--- src/rtl/lsb_mem_ctrl.sv ---
// Byte-serial memory controller between the load/store buffer and a byte-wide RAM.
// Loads and stores of 1, 2 or 4 bytes are sequenced one byte per cycle.
module lsb_mem_ctrl (
   input  logic        clk_in,
   input  logic        rst_in,
   input  logic        rdy_in,
   input  logic        rob_clear_up,
   input  logic        lsb_visit_mem,
   input  logic [6:0]  op_type_in,
   input  logic [2:0]  op_in,
   input  logic [31:0] addr_in,
   input  logic [31:0] store_val_in,
   output logic        cache_welcome_signal,
   output logic        cache_ready,
   output logic        is_load,
   output logic [31:0] load_val_out,
   input  logic [7:0]  mem_din,
   output logic [7:0]  mem_dout,
   output logic [31:0] mem_a,
   output logic        mem_wr,
   input  logic        io_buffer_full
);

   localparam logic [6:0] STORE_OPCODE = 7'b0100011;

   typedef enum logic [1:0] {IDLE, LOAD, STORE, DONE} state_t;

   state_t      state;
   logic [2:0]  byte_idx;
   logic [2:0]  byte_cnt;
   logic [31:0] base_addr;
   logic [31:0] data_buf;
   logic        unsigned_ld;
   logic        io_access;
   logic        mem_wr_q;

   logic        accept;
   logic        req_store;
   logic        req_io;
   logic [2:0]  req_cnt;
   logic [2:0]  cap_idx;
   logic [31:0] load_raw;
   logic [31:0] load_ext;

   assign cache_welcome_signal = (state == IDLE) && !rob_clear_up;
   assign accept               = rdy_in && lsb_visit_mem && cache_welcome_signal;
   assign req_store            = (op_type_in == STORE_OPCODE);
   assign req_io               = (addr_in[17:16] == 2'b11);
   assign mem_wr               = mem_wr_q && rdy_in;

   // Load byte k arrives on mem_din two edges after its address was issued.
   assign cap_idx = byte_idx - 3'd2;

   always_comb begin
      case (op_in[1:0])
         2'b00:   req_cnt = 3'd1;
         2'b01:   req_cnt = 3'd2;
         default: req_cnt = 3'd4;
      endcase
   end

   // The final byte is taken straight from mem_din so completion needs no extra cycle.
   always_comb begin
      case (byte_cnt)
         3'd1:    load_raw = {24'd0, mem_din};
         3'd2:    load_raw = {16'd0, mem_din, data_buf[7:0]};
         default: load_raw = {mem_din, data_buf[23:0]};
      endcase
      case (byte_cnt)
         3'd1:    load_ext = unsigned_ld ? {24'd0, load_raw[7:0]}
                                         : {{24{load_raw[7]}}, load_raw[7:0]};
         3'd2:    load_ext = unsigned_ld ? {16'd0, load_raw[15:0]}
                                         : {{16{load_raw[15]}}, load_raw[15:0]};
         default: load_ext = load_raw;
      endcase
   end

   always_ff @(posedge clk_in or negedge rst_in) begin
      if (!rst_in) begin
         state        <= IDLE;
         byte_idx     <= 3'd0;
         byte_cnt     <= 3'd0;
         base_addr    <= 32'd0;
         data_buf     <= 32'd0;
         unsigned_ld  <= 1'b0;
         io_access    <= 1'b0;
         mem_wr_q     <= 1'b0;
         cache_ready  <= 1'b0;
         is_load      <= 1'b0;
         load_val_out <= 32'd0;
         mem_a        <= 32'd0;
         mem_dout     <= 8'd0;
      end else if (rdy_in) begin
         case (state)
            IDLE: begin
               if (accept) begin
                  base_addr   <= addr_in;
                  byte_cnt    <= req_cnt;
                  unsigned_ld <= op_in[2];
                  io_access   <= req_io;
                  if (req_store) begin
                     state    <= STORE;
                     data_buf <= store_val_in;
                     if (req_io && io_buffer_full) begin
                        mem_wr_q <= 1'b0;
                        byte_idx <= 3'd0;
                     end else begin
                        mem_a    <= addr_in;
                        mem_dout <= store_val_in[7:0];
                        mem_wr_q <= 1'b1;
                        byte_idx <= 3'd1;
                     end
                  end else begin
                     state    <= LOAD;
                     data_buf <= 32'd0;
                     mem_a    <= addr_in;
                     mem_wr_q <= 1'b0;
                     byte_idx <= 3'd1;
                  end
               end
            end

            // byte_idx counts edges since acceptance: issue addresses, then collect bytes.
            LOAD: begin
               if (byte_idx < byte_cnt) begin
                  mem_a <= base_addr + {29'd0, byte_idx};
               end
               if (byte_idx >= 3'd2) begin
                  data_buf[{cap_idx[1:0], 3'b000} +: 8] <= mem_din;
               end
               if (byte_idx == byte_cnt + 3'd1) begin
                  state        <= DONE;
                  cache_ready  <= 1'b1;
                  is_load      <= 1'b1;
                  load_val_out <= load_ext;
                  byte_idx     <= 3'd0;
               end else begin
                  byte_idx <= byte_idx + 3'd1;
               end
            end

            // byte_idx is the next byte to drive; a full UART buffer holds it in place.
            STORE: begin
               if (byte_idx == byte_cnt) begin
                  state        <= DONE;
                  mem_wr_q     <= 1'b0;
                  cache_ready  <= 1'b1;
                  is_load      <= 1'b0;
                  load_val_out <= 32'd0;
                  byte_idx     <= 3'd0;
               end else if (io_access && io_buffer_full) begin
                  mem_wr_q <= 1'b0;
               end else begin
                  mem_a    <= base_addr + {29'd0, byte_idx};
                  mem_dout <= data_buf[{byte_idx[1:0], 3'b000} +: 8];
                  mem_wr_q <= 1'b1;
                  byte_idx <= byte_idx + 3'd1;
               end
            end

            DONE: begin
               state       <= IDLE;
               cache_ready <= 1'b0;
               is_load     <= 1'b0;
            end

            default: state <= IDLE;
         endcase
      end
   end

endmodule

--- config.mk ---
export PLATFORM = sky130hd
export DESIGN_NAME = lsb_mem_ctrl
export DESIGN_NICKNAME = d
export VERILOG_FILES = /design/src/rtl/lsb_mem_ctrl.sv
export SDC_FILE = /design/constraint.sdc
export NUM_CORES = 1
export LEC_CHECK = 0
export ABC_AREA = 1
export CAP_MARGIN = 40
export CORE_MARGIN = 2
export CORE_UTILIZATION = 40
export CTS_CLUSTER_DIAMETER = 80
export DETAILED_ROUTE_END_ITERATION = 12
export PLACE_DENSITY_LB_ADDON = 0.25
export SLEW_MARGIN = 25
export SYNTH_ARGS = -nofsm -noshare
export SYNTH_HDL_FRONTEND = slang
export SYNTH_SLANG_ARGS = --single-unit
--- constraint.sdc ---
create_clock -name clk_in -period 2.7 [get_ports clk_in]
set_clock_uncertainty 0.15 [all_clocks]
set_input_delay 0.405 -clock clk_in [delete_from_list [all_inputs] [get_ports clk_in]]
set_output_delay 0.405 -clock clk_in [all_outputs]
set_load 0.1 [all_outputs]
==> results.md <==
- Critical path arrival: between 2 and 3 ns
- WL final: ~27000 um
- Nets: around 1500
- Area grow syn2layout: 28.22%
- GPL Wtd Cong: a little over 0.9
- Post-Synthesis Cells: about 1200
- Final Setup Violations: 0
- Proportion of synthesized area in mux cells: 0.2316%
- Cell with the largest stage delay on the worst path: nor2_2
- Worst Hold Class: primary input to async pin
- Worst path cell trace: inv_1 -> ha_1 -> inv_1 -> nor2_4 -> nor2_2 -> inv_2 -> nand3_2 -> nand3_1 -> o21ai_0
- Slowest cell delay on critical path: approximately 0.43 ns
- GR peak layer: met2
- CTS Buffer Depth: 2
- Synth unique cells: 37
- Simple-gate portion of the synthesized area: around a third
- GR Layer Usage met1: 34.10%
- Syn nets: 1329
- Netlist Area Pre-Place: 8642 um^2
- Status: completed
- Total setup buffers inserted after CTS: 0
- N_diodes: 0
- DR WL/cell: 16.43 um
- Vias post-DR: 8619
- Final Total Pwr: roughly 15000 uW
- Total negative slack: 0 ns
- Initial DRC count: between 500 and 600
- CTS tree: done
- Post-CTS Resized: 0
- Global Route Usage Sum: between 20 and 30%
- Setup CP Type: flip-flop to flip-flop
- CP endpoint kind: flip-flop
- Num CTS Buffers: 17
- Leak Pwr: 0.005433 uW
- Ys Warns: 0
- Io pins: between 150 and 200
- M2 GR Usage: slightly above 40%
- Largest net degree at the start of global routing: between 50 and 60
- RSZ-0062 raised after global routing: no
- Post-synthesis compound-gate area fraction: approximately 11%
- Drt pass-1 iters: 6
- Initial core utilization: about two fifths
- Vias in the first global route: 8414
- Die footprint: 22800 um^2
- H-tree depth: 4
- Final ANT Viol Nets: 0
- Via/cell ratio: between 5 and 6
- First-pass GRT wire length: between 40000 and 50000 um
- Tcrit/Tclk final: between 80% and 90%
- Worst Slack Setup Final: 0.2831 ns
- Crit path time final: 2.417 ns
- Clk Latency, worst-skew pair: around 0.43 ns
- Slew Viols, Final: 0
- Largest family of logic cells by synthesized area: simple AND/OR/NAND/NOR gates
- Initial antenna violation count: 0
- Drc violations: 0
- Max-cap viol count: 0
- Fmax: 413.8 MHz
- Die W: 151.0 um
- Top delay family on crit path: simple AND/OR/NAND/NOR gates
- Peak VDD IR: 0.8647 mV
- CORE AREA: between 20000 and 25000 um^2
- GRT overflow: 0
- Max-slew headroom: 60.82%
- Share of post-route cells with drive strength above 1: approximately an eighth
- Port-buffer cells: 163
- CP required: approximately 2.9 ns
- Flops & latches, synth: ~150
- Clock transition at path regs: roughly 0.07 ns
- Seq/Total Area, Yosys: between 40 and 50%
- Cts-stage hold buffer count: 1
- Num rows: 53
- Pwr per Cell Area: 1397 nW/um^2
- XOR/XNOR share of the synthesized area: 0.8108%
- Post-Place Worst Slack: 0.2405 ns
- Fill count: 2134
- Die Ht: about 150 um
- Worst slew pin tran: 0.5855 ns
- Adder-Cell Fraction of Synth Area: under 10%
- Cell mode on critical path: inv_1
- Crit path max fanout: 18
- Startpoint types: flip-flop
- Final hold violations: 0
- WP buf/inv: 3
- Final HPWL DP: approximately 21000 um
- Clock sink count: 149
- Met3 GRT Util: ~4.5%
- Post-Syn Area per Cell: 7.066 um^2
- CTS root buf: clkbuf_16
==> cells in the final DEF, fill, tap and decap left out, drive strengths merged <==
| cell | instances |
|---|---|
| clkbuf | 20 |
| bufinv | 3 |
| dlygate4sd3 | 1 |
| clkinv | 7 |
| o22ai | 10 |
| nand3 | 126 |
| o211ai | 2 |
| clkinvlp | 2 |
| o31ai | 3 |
| mux2i | 2 |
| xnor2 | 2 |
| o21bai | 1 |
| dfrtp | 149 |
| fa | 1 |
| inv | 105 |
| a31oi | 5 |
| buf | 100 |
| nand2 | 457 |
| a21oi | 11 |
| nand4 | 7 |
| or2 | 7 |
| a22oi | 9 |
| nand3b | 6 |
| o21ai | 137 |
| nor2 | 112 |
| nor3 | 2 |
| xor2 | 6 |
| ha | 17 |
| clkdlybuf4s50 | 86 |
==> worst paths after layout <==
kind | slack [ns] | startpoint | cells past startpoint | end
worst max-delay path | 0.28 | byte_cnt[0] | 9 | load_val_out[29]
worst min register to register | 0.33 | data_buf[29] | 2 | data_buf[29]
worst min-delay path | 0.30 | rst_in | 2 | mem_dout[0]
max in group asynchronous | 1.45 | rst_in | 3 | base_addr[3]
worst max register to register | 0.28 | byte_cnt[0] | 9 | load_val_out[29]
min in group clk_in | 0.33 | data_buf[29] | 2 | data_buf[29]
==> final cells by class <==
type	count	area (um^2)	area share, %
Multi-Input combinational cell	923	4313	38.92
Inverter	106	397.9	3.591
Sequential cell	149	3729	33.65
Clock inverter	11	150.1	1.355
Timing Repair Buffer	187	1700	15.35
Tap cell	275	344.1	3.105
Clock buffer	20	446.7	4.031
==> report_power, final <==
group,internal (uW),switching [uW],total [uW]
Clock,1480,984,2460
Sequential,3110,742,3850
Combinational,2250,6910,9160
Total,6840,8640,15500
==> cell families (layout without fill, tap and decap cells) <==
family                   after synthesis  count (layout)
buffers and inverters                151             324
XOR/XNOR                               8               8
multiplexers                           2               2
AO/OA/AOI/OAI                        178             178
AND/OR/NAND/NOR                      717             717
adder cells (fa/ha/maj)               18              18
flip-flops                           149             149
==> metrics by stage <==
step                std cells  utilization [%]  area, um^2  hold WS [ns]
CTS                      1671            52.55       11080        0.3127
floorplan                1223                -        8642      -0.04059
global placement         1639            49.67       10470        0.1789
detailed placement       1639            49.67       10470        0.1848
global route             1671            52.55       11080        0.3474
finish                   1671            52.55       11080        0.2951
==> synthesized netlist by cell type, drive strengths merged <==
cell,count,share of area [%]
a21oi,11,0.64
a22oi,9,0.78
a31oi,5,0.36
buf,15,1.1
clkbuf,30,1.3
clkinv,3,0.13
dfrtp,149,43
fa,1,0.23
ha,17,2.5
inv,103,4.5
mux2i,2,0.23
nand2,457,20
nand3,126,7.7
nand3b,6,0.52
nand4,7,0.68
nor2,112,5.5
nor3,2,0.12
o211ai,2,0.17
o21ai,137,8.1
o21bai,1,0.087
o22ai,10,0.72
o31ai,3,0.26
or2,7,0.51
xnor2,2,0.20
xor2,6,0.61
==> per-layer routing <==
layer | wire, um | vias to the layer above
li1 | - | 4253
met1 | 12240 | 4010
met2 | 12590 | 312
met3 | 1948 | 44
met4 | 673 | 0
met5 | 0 | -
==> sequential cells by signal (all words and copies together), names as in the netlist, 2 cells and up <==
signal,cells
byte_idx,3
data_buf,32
byte_cnt,3
state,2
load_val_out,32
mem_dout,8
base_addr,32
mem_a,32
Note: power is estimated with default switching activity, not from simulation.
